--- src/rtl/thirty_two_bit_divider.sv ---
// Sequential restoring divider for DIV/DIVU/REM/REMU: one quotient bit per cycle,
// with the RISC-V results for divide-by-zero and signed overflow produced in one cycle.
module thirty_two_bit_divider #(
  parameter int XLEN = 32
) (
  input  logic            clk,
  input  logic            rst_n,
  input  logic            start,
  input  logic            is_signed,
  input  logic [XLEN-1:0] operator_1,
  input  logic [XLEN-1:0] operator_2,
  output logic            busy,
  output logic [XLEN-1:0] quotient,
  output logic [XLEN-1:0] remainder,
  output logic            complete_signal
);

  localparam int CW = $clog2(XLEN) + 1;

  typedef enum logic [1:0] {IDLE, CALC, FIX, DONE} state_t;

  state_t          state_reg, state_next;
  logic [CW-1:0]   count_reg, count_next;
  logic [XLEN-1:0] prem_reg, prem_next;
  logic [XLEN-1:0] dvd_reg, dvd_next;
  logic [XLEN-1:0] dvs_reg, dvs_next;
  logic [XLEN-1:0] quotient_reg, quotient_next;
  logic [XLEN-1:0] remainder_reg, remainder_next;
  logic            q_neg_reg, q_neg_next;
  logic            r_neg_reg, r_neg_next;
  logic            complete_reg, complete_next;

  logic            sign1, sign2, div_zero, overflow;
  logic [XLEN-1:0] abs1, abs2;
  logic [XLEN:0]   shifted, trial;

  assign sign1    = is_signed & operator_1[XLEN-1];
  assign sign2    = is_signed & operator_2[XLEN-1];
  assign abs1     = sign1 ? -operator_1 : operator_1;
  assign abs2     = sign2 ? -operator_2 : operator_2;
  assign div_zero = (operator_2 == '0);
  assign overflow = is_signed && (operator_1 == {1'b1, {(XLEN-1){1'b0}}}) && (operator_2 == '1);

  // The partial remainder is always below the divisor, so only the shifted
  // trial value needs the extra 33rd bit; trial[XLEN] is the borrow.
  assign shifted = {prem_reg, dvd_reg[XLEN-1]};
  assign trial   = shifted - {1'b0, dvs_reg};

  always_comb begin
    state_next     = state_reg;
    count_next     = count_reg;
    prem_next      = prem_reg;
    dvd_next       = dvd_reg;
    dvs_next       = dvs_reg;
    quotient_next  = quotient_reg;
    remainder_next = remainder_reg;
    q_neg_next     = q_neg_reg;
    r_neg_next     = r_neg_reg;
    complete_next  = 1'b0;

    case (state_reg)
      IDLE: begin
        if (start) begin
          if (div_zero) begin
            quotient_next  = '1;
            remainder_next = operator_1;
            complete_next  = 1'b1;
            state_next     = DONE;
          end else if (overflow) begin
            quotient_next  = operator_1;
            remainder_next = '0;
            complete_next  = 1'b1;
            state_next     = DONE;
          end else begin
            dvd_next   = abs1;
            dvs_next   = abs2;
            q_neg_next = sign1 ^ sign2;
            r_neg_next = sign1;
            prem_next  = '0;
            count_next = '0;
            state_next = CALC;
          end
        end
      end
      CALC: begin
        if (trial[XLEN]) begin
          prem_next = shifted[XLEN-1:0];
          dvd_next  = {dvd_reg[XLEN-2:0], 1'b0};
        end else begin
          prem_next = trial[XLEN-1:0];
          dvd_next  = {dvd_reg[XLEN-2:0], 1'b1};
        end
        count_next = count_reg + CW'(1);
        if (count_reg == CW'(XLEN - 1)) begin
          state_next = FIX;
        end
      end
      FIX: begin
        quotient_next  = q_neg_reg ? -dvd_reg : dvd_reg;
        remainder_next = r_neg_reg ? -prem_reg : prem_reg;
        complete_next  = 1'b1;
        state_next     = DONE;
      end
      DONE: begin
        state_next = IDLE;
      end
      default: begin
        state_next = IDLE;
      end
    endcase
  end

  always_ff @(posedge clk) begin
    if (!rst_n) begin
      state_reg     <= IDLE;
      count_reg     <= '0;
      prem_reg      <= '0;
      dvd_reg       <= '0;
      dvs_reg       <= '0;
      quotient_reg  <= '0;
      remainder_reg <= '0;
      q_neg_reg     <= 1'b0;
      r_neg_reg     <= 1'b0;
      complete_reg  <= 1'b0;
    end else begin
      state_reg     <= state_next;
      count_reg     <= count_next;
      prem_reg      <= prem_next;
      dvd_reg       <= dvd_next;
      dvs_reg       <= dvs_next;
      quotient_reg  <= quotient_next;
      remainder_reg <= remainder_next;
      q_neg_reg     <= q_neg_next;
      r_neg_reg     <= r_neg_next;
      complete_reg  <= complete_next;
    end
  end

  assign busy            = (state_reg != IDLE);
  assign quotient        = quotient_reg;
  assign remainder       = remainder_reg;
  assign complete_signal = complete_reg;

endmodule
--- config.mk ---
export PLATFORM = sky130hd
export DESIGN_NAME = thirty_two_bit_divider
export DESIGN_NICKNAME = d
export VERILOG_FILES = /design/src/rtl/thirty_two_bit_divider.sv
export SDC_FILE = /design/constraint.sdc
export NUM_CORES = 1
export LEC_CHECK = 0
export CORE_MARGIN = 3
export CORE_UTILIZATION = 40
export CTS_CLUSTER_DIAMETER = 150
export DETAILED_ROUTE_END_ITERATION = 8
export DONT_BUFFER_PORTS = 1
export GPL_TIMING_DRIVEN = 0
export PLACE_DENSITY = 0.61
export SLEW_MARGIN = 20
export SYNTH_ARGS = -nofsm -noshare
export SYNTH_HDL_FRONTEND = slang
export SYNTH_SLANG_ARGS = --single-unit
--- constraint.sdc ---
create_clock -name clk -period 9.85 [get_ports clk]
set_input_delay 1.97 -clock clk [delete_from_list [all_inputs] [get_ports clk]]
set_output_delay 1.97 -clock clk [all_outputs]
set_load 0.005 [all_outputs]
-- Word level (Yosys, flattened, before mapping)
Cells that the tools add are included.
- ROM bits: 0
- bits in registers: 171
- memories: 0
- word-level logic and storage cells: 78
- output and inout bits: 66
- latch bits: 0
- RAM bits: 0
- bits of input ports: 68
- shifts and indexed selects: 0
- order comparisons: 0
- multiply operators: 0
- mux-type cells: 35
- bitwise operators: 5
- add/subtract/negate cells: 6
- eq/ne operators: 11
- reductions and logical operators: 11
- div/mod/pow operators: 0
- operators by type and width (kind ; number):
    $mux 32 ; 17
    $pmux 32 s2 ; 4
    $neg 32->32 ; 4
    $eq 32x32->1 const B ; 2
    $sub 33x32->33 ; 1
    $logic_not 32->1 ; 1
    $mux 6 ; 3
    $pmux 6 s2 ; 1
    $mux 2 ; 4
    $ne 2x2->1 const B ; 4
    $pmux 2 s4 ; 1
    $reduce_and 4->1 ; 2
    $add 6x1->6 const B ; 1
    $eq 6x5->1 const B ; 1
    $reduce_bool 2->1 ; 3
    $eq 2x2->1 const B ; 2
    $mux 1 ; 4
    $ne 3x3->1 const B ; 1
    $reduce_and 3->1 ; 1
    $and 1x1->1 ; 2
    $eq 2x1->1 const B ; 1
    $logic_and 1x1->1 ; 2
    $logic_not 2->1 ; 1
    $not 1->1 ; 2
    3 further kinds ; 3

-- Longest topological paths before layout
Gate-level depths: netlist (run 1).
- depth after elaboration: 7
- gate-level depth with buffers: 13
- depth with buffers taken out: 12

-- Least setup slack after synthesis (run 1)
No wires, ideal clock.
- path type: input port to flip-flop
- start point: input operator_1[2]
- end point: register quotient_reg[27] (netlist: quotient[27])
- path slack: 5.366 ns
- arrival: 4.356 ns
- stages on the path: 11
- library setup time: 0.128 ns
- path buffers: 3
- data required time: 9.722 ns
- cells stage by stage: clkbuf_1 or4_1 nor4_2 nand4b_1 o21ai_2 and2b_1 a21oi_1 clkbuf_1 buf_2 a22oi_1 nor2_1
- word-level cells in the longest chain between the ends: 5
- ends and longest elaborated chain (element ; RTL line ; text):
    start, declared ; 10 ; input logic [XLEN-1:0] operator_1,
    $eq 32x32->1 ; 42 ; assign overflow = is_signed && (operator_1 == {1'b1, {(XLEN-1){1'b0}}}) && (operator_2 == '1);
    $logic_and 1x1->1 (2 in series) ; 42 ;
    $ne 3x3->1 (no line) ; - ;
    $reduce_and 3->1 (no line) ; - ;
    end signal, assigned ; 131 ; quotient_reg <= quotient_next;
    end, declared ; 27 ; logic [XLEN-1:0] quotient_reg, quotient_next;
Every way passes these cells.
A chain may end at the register's enable or synchronous reset.

-- Worst setup path in the final report (run 1)
- start point: input operator_1[2]
- end point: register quotient_reg[20] (netlist: quotient[20])
The elaborated chain is that of the path after synthesis.

==> metrics.yaml, run 1 <==
global_route:
  grt_usage: 0.2532
  overflow: 0
  grt_pass1_vias: 10488
  grt_pass1_wl_um: 60510
  grt_max_degree: 17
  antenna_found_initial: 0
critical_path:
  r2r-end: "prem_reg[16]"
  cp-end-kind: "register"
  cp.arrival_ns: 5.39
  path_max_fanout: 10
  cp-start-kind: "input port"
  path_class: "input port to register"
  required_ns: 10.16
  ff2ff_setup_slack_ns: 6.19
  reg2regPathDepth: 12
  r2r-start: "prem_reg[10]"
cts:
  cts_resized: 0
  cts.htree.levels: 4
  hold_buffers: 0
  post_cts_buffers: 0
  cts_buffers: 17
  insertion_delay_ns: 0.45
  cts.path.max_buffers: 2
  cts-root-buf: "clkbuf_16"
  cts.sinks: 171
  cts_tree: "done"
  clk_pin_slew_ns: 0.08
timing:
  holdWs_ns: 0.4724
  finalHoldViolations: 0
  period_needed_ns: 5.083
  fin_skew_ns: 0.01281
  finalSetupTns_ns: 0
  worst_pin_slew_ns: 0.8406
  slew_headroom: 0.4344
  rsz0062_at_grt: "false"
  fmaxAchievable_mhz: 196.7
  postLayoutSetupSlackWorst_ns: 4.767
  finalSetupViolCount: 0
  slew_violations: 0
  min_period_over_period: 0.5161
logic_synthesis:
  yosysTopAreaCell: "dfxtp_1"
  yosys.cell_types.count: 72
  synth_top_area_share: 0.3014
  synth_seq_area_share: 0.3014
  synth-edff-count: 0
  yosys-top-cells-area: "dfxtp_1, nand2_1, xnor2_1, o21ai_0, a21oi_1"
  syn_area_per_cell_sq_um: 7.577
  synthesis.area_sq_um: 11360
  yosys_warnings: 0
  async_reset_ff_frac: 0
  synthCells: 1499
  synth_nets: 1609
  ys_ff_latch: 171
  synthFlopType: "dfxtp_1"
worst_hold_path:
  min_path_cells: 2
  min_from: "quotient[7]"
  min_to: "quotient[7]"
  hp-class: "register to register"
floorplanning:
  die_h_um: 174.5
  initial_core_util: 0.4077
  die_w_um: 174.5
  num_io_pins: 134
  core_area_sq_um: 27860
  die_area_sq_um: 30450
  rows: 61
routing:
  drc_errors: 0
  first_iter_violations: 995
  antenna_left: 0
  num_vias: 11274
  firstDrtPassIters: 6
  via_per_inst: 5.906
  wl_per_cell_um: 20.68
  wl_um: 39480
placed_design:
  pre_cts_ws_ns: 4.387
  port-buffer-count: 0
  hpwl_um: 31710
  gp_congestion: 0.9436
layout:
  final_nets: 1628
  n_fill_cell: 2898
  area_growth_pct: 9.154
  n_antenna_cell: 0
  ff_latch_area_sq_um: 3423
  multi_input_area_sq_um: 7360
  layout-drive-gt1-share: 0.04572
power_and_ir_drop:
  power.density_nw_per_um2: 232.9
  ir_drop_uv: 113.3
  power_leakage_uw: 0.004443
outcome:
  status: "finished clean"
job:
  maxCapViolations: 0
==> cell families after synthesis <==
family	count (synthesis)	share of synthesized area
fa+ha+maj	42	0.04693
xor+xnor	146	0.1126
simple gates	512	0.2064
flops	171	0.3014
mux	36	0.03173
buf+inv	145	0.05067
compound gates	447	0.2503
==> layout by cell type (no fill, tap or decap), types with 4 or more instances in the layout <==
cell and n:
clkbuf_1 69, o21ai_1 4, o31ai_1 23, o31a_1 4, a31oi_1 10, and2_1 7
buf_2 13, or2_2 5, nand2b_1 6, a221oi_1 30, a21o_1 10, a22oi_1 7
o21ai_0 134, nor2b_1 12, inv_1 58, mux2i_1 36, ha_1 41, nor4_1 14
o211ai_1 21, nor3b_1 6, dfxtp_1 171, xnor2_1 81, and3_1 4, nor2_1 145
or3_1 5, a21oi_1 114, or4_1 18, o41ai_1 18, nand3_1 17, a211oi_1 32
nand4_1 16, nand2_1 204, nor3_1 37, xor2_1 65, clkbuf_16 17, o21a_1 9
==> power breakdown <==
part           leakage (uW)  internal (uW)  switching (uW)
Clock              0.000271            354             313
Sequential          0.00139            824             138
Combinational       0.00278            445             813
==> worst max-delay path: stages <==
cell,delay (ns)
clkbuf_1,0.22
or4_1,0.57
nor4_2,0.57
nand4b_1,0.35
o21ai_2,0.34
and2b_1,0.21
a21oi_1,0.13
clkbuf_1,0.31
nor2_1,0.57
a21oi_1,0.14
==> cell type report <==
type                            count  area share
Multi-Input combinational cell   1183      0.5936
Sequential cell                   171      0.2761
Tap cell                          378     0.03815
Clock buffer                       18     0.03462
Buffer                             86     0.02856
Inverter                           59     0.01786
Clock inverter                     14     0.01110
==> stage by stage <==
| stage | power [uW] | utilization | cells | cell area [sq um] |
|---|---|---|---|---|
| floorplan | 1859 | - | 1499 | 11360 |
| global placement | 2202 | 0.4247 | 1877 | 11830 |
| detailed placement | 2215 | 0.4247 | 1877 | 11830 |
| CTS | 2882 | 0.4450 | 1909 | 12400 |
| global route | 3080 | 0.4450 | 1909 | 12400 |
| finish | 2888 | 0.4450 | 1909 | 12400 |
==> per-layer routing <==
metal	track usage	part of all wire	vias to the layer above
li1	-	-	5403
met5	0	0	-
met3	0.05767	0.079	86
met2	0.3951	0.44	439
met4	0.1037	0.040	0
met1	0.3384	0.44	5346
==> how the worst max path moves through the flow <==
stage / startpoint / end / slack (ns) / cells after the start
global placement: operator_2[2] / quotient[11] / 4.48 / 9
detailed placement: operator_1[2] / quotient[28] / 4.39 / 10
finish: operator_1[2] / quotient[20] / 4.77 / 10
floorplan: operator_1[2] / quotient[27] / 5.37 / 11
CTS: operator_1[2] / quotient[28] / 4.85 / 10
global route: operator_1[2] / quotient[13] / 4.51 / 10
==> Yosys cell counts (7+ instances only) <==
master,instances
nand2_1,204
dfxtp_1,171
nor2_1,145
o21ai_0,134
a21oi_1,114
xnor2_1,81
clkbuf_1,68
xor2_1,65
inv_1,58
ha_1,41
nor3_1,37
mux2i_1,36
a211oi_1,32
a221oi_1,30
o31ai_1,23
o211ai_1,21
o41ai_1,18
or4_1,18
nand3_1,17
nand4_1,16
nor4_1,14
buf_2,13
nor2b_1,12
a21o_1,10
a31oi_1,10
o21a_1,9
a22oi_1,7
and2_1,7
Note: power is estimated with default switching activity, not from simulation.
==> run 2: changes to the inputs <==
--- a/config.mk
+++ b/config.mk
@@ -11,7 +11,7 @@
 export DETAILED_ROUTE_END_ITERATION = 8
 export DONT_BUFFER_PORTS = 1
 export GPL_TIMING_DRIVEN = 0
-export PLACE_DENSITY = 0.61
+export PLACE_DENSITY = 0.63
 export SLEW_MARGIN = 20
 export SYNTH_ARGS = -nofsm -noshare
 export SYNTH_HDL_FRONTEND = slang
==> constraint.sdc (replaced) <==
create_clock -name clk -period 4.1 [get_ports clk]
set_input_delay 0.82 -clock clk [delete_from_list [all_inputs] [get_ports clk]]
set_output_delay 0.82 -clock clk [all_outputs]
set_load 0.005 [all_outputs]
==> metrics.yaml, run 2 (synthesis gave the netlist of run 1 again) <==
power_and_ir_drop:
  ir_drop_uv: 305.0  # +170%
  power.density_nw_per_um2: 562.2  # +140%
  power_leakage_uw: 0.004449  # +0.14%
  p_sw_frac: 0.4465  # +0.008690
  intPower_uw: 3860  # +140%
  fin_total_pwr_uw: 6974  # +140%
  pwr-share-seq: 0.332  # about the same
  switching_power_uw: 3114  # +150%
  combPwrFrac: 0.436  # about the same
  power.clock.fraction: 0.232  # about the same
critical_path:
  cp-end-kind: "register"
  path_max_fanout: 10  # unchanged
  reg2regPathDepth: 12  # unchanged
  cp.arrival_ns: 4.19  # -1.20 ns
  path_class: "input port to register"
  r2r-end: "prem_reg[0]"
  ff2ff_setup_slack_ns: 0.45  # -5.74 ns
  required_ns: 4.41  # -5.75 ns
  r2r-start: "prem_reg[9]"
  cp-start-kind: "input port"
cts:
  insertion_delay_ns: 0.46  # about the same
  cts_buffers: 17  # unchanged
  clk_pin_slew_ns: 0.08  # about the same
  cts_tree: "done"
  cts.path.max_buffers: 2  # unchanged
  cts.sinks: 171  # unchanged
  post_cts_buffers: 0  # unchanged
  cts_resized: 0  # unchanged
  cts-root-buf: "clkbuf_16"
  hold_buffers: 0  # unchanged
  cts.htree.levels: 4  # unchanged
layout:
  fin_util: 0.4453  # about the same
  final_area_sq_um: 12400  # about the same
  layout-drive-gt1-share: 0.04637  # +0.0006532
  final_cell_mix: "nand2_1, dfxtp_1, nor2_1, o21ai_0, a21oi_1"
  layout_commonest_cell: "nand2_1"
  final_nets: 1628  # unchanged
  area_growth_pct: 9.209  # about the same
  n_antenna_cell: 0  # unchanged
timing:
  finalHoldViolations: 0  # unchanged
  worst_pin_slew_ns: 0.8357  # -0.004936 ns
  slew_violations: 0  # unchanged
  period_needed_ns: 3.878
  finalSetupTns_ns: 0  # unchanged
  slew_headroom: 0.4377  # +0.003320
  fmaxAchievable_mhz: 257.9
  fin_skew_ns: 0.01406  # +0.001242 ns
  rsz0062_at_grt: "false"
  finalSetupViolCount: 0  # unchanged
  holdWs_ns: 0.4714  # -0.001027 ns
  min_period_over_period: 0.9457
global_route:
  grt_max_degree: 19  # +2
  grt_pass1_wl_um: 61640  # +1.9%
  grt_usage: 0.2583  # +0.005099
  overflow: 0  # unchanged
  grt_pass1_vias: 10526  # +0.36%
  antenna_found_initial: 0  # unchanged
outcome:
  status: "finished clean"
floorplanning:
  die_area_sq_um: 30450  # unchanged
  initial_core_util: 0.4077  # unchanged
  die_h_um: 174.5  # unchanged
  num_io_pins: 134  # unchanged
  core_area_sq_um: 27860  # unchanged
  rows: 61  # unchanged
  die_w_um: 174.5  # unchanged
routing:
  firstDrtPassIters: 7  # +1
  num_vias: 11317  # +0.38%
  drc_errors: 0  # unchanged
  wl_per_cell_um: 20.95  # +1.3%
  wl_um: 39990  # +1.3%
  via_per_inst: 5.928  # +0.38%
  first_iter_violations: 1160  # +17%
  antenna_left: 0  # unchanged
placed_design:
  port-buffer-count: 0  # unchanged
  gp_congestion: 0.9222  # -2.3%
  placed_area_sq_um: 11830  # unchanged
  hpwl_um: 31810  # +0.32%
job:
  maxCapViolations: 0  # unchanged
worst_hold_path:
  hp-class: "register to register"
  min_from: "quotient[4]"
  min_path_cells: 2  # unchanged
  min_to: "quotient[4]"
[run 2: through the flow]
stage	setup slack [ns]	cells
2_1_floorplan	0.7662	1499
3_3_place_gp	-0.08008	1877
3_5_place_dp	-0.1203	1877
4_1_cts	0.3464	1909
5_1_grt	0.06040	1909
6_report	0.2225	1909
[run 2: worst max-delay path, stage by stage]
cell	delay (ns)
clkbuf_1	0.21
or4_1	0.56
nor4_2	0.60
nand4b_1	0.33
o21ai_2	0.34
and2b_1	0.20
a21oi_1	0.12
clkbuf_1	0.30
nor2_1	0.53
a21oi_1	0.15
[run 2: worst max-delay path by stage]
stage / to / depth (start not counted) / from / slack, ns
after floorplan: quotient[27] / 11 / operator_1[2] / 0.77
after global placement: quotient[11] / 9 / operator_2[2] / -0.08
after global routing: prem_reg[17] / 12 / prem_reg[9] / 0.06
after CTS: quotient[20] / 10 / operator_1[2] / 0.35
after detailed placement: quotient[20] / 9 / operator_2[2] / -0.12
final: quotient[20] / 10 / operator_1[2] / 0.22
[run 2: area by class of cell]
cell class,instances,area [sq um]
Fill cell,2862,15450
Multi-Input combinational cell,1183,7360
Inverter,59,221.5
Tap cell,378,473.0
Buffer,86,354.1
Sequential cell,171,3423
Clock buffer,17,425.4
Clock inverter,15,147.6
[run 2: per-layer routing]
| metal | track usage | part of all wire |
|---|---|---|
| met5 | 0 | 0 |
| met2 | 0.4016 | 0.44 |
| met4 | 0.09840 | 0.037 |
| met3 | 0.07187 | 0.090 |
| met1 | 0.3414 | 0.44 |
[run 2: power by group through the flow]
stage               Combinational, uW  Sequential [uW]  Clock, uW
floorplan                        2240             2230          0
global placement                 2960             2330          0
detailed placement               2990             2340          0
CTS                              3010             2310       1630
global route                     3370             2360       1700
finish                           3040             2310       1620
==> run 3: changes to the inputs <==
--- a/config.mk
+++ b/config.mk
@@ -12,7 +12,7 @@
 export DONT_BUFFER_PORTS = 1
 export GPL_TIMING_DRIVEN = 0
 export PLACE_DENSITY = 0.63
-export SLEW_MARGIN = 20
+export SLEW_MARGIN = 0
 export SYNTH_ARGS = -nofsm -noshare
 export SYNTH_HDL_FRONTEND = slang
 export SYNTH_SLANG_ARGS = --single-unit
==> results of run 3 <==
The final DEF is identical to that of run 2; final timing and power are the same.
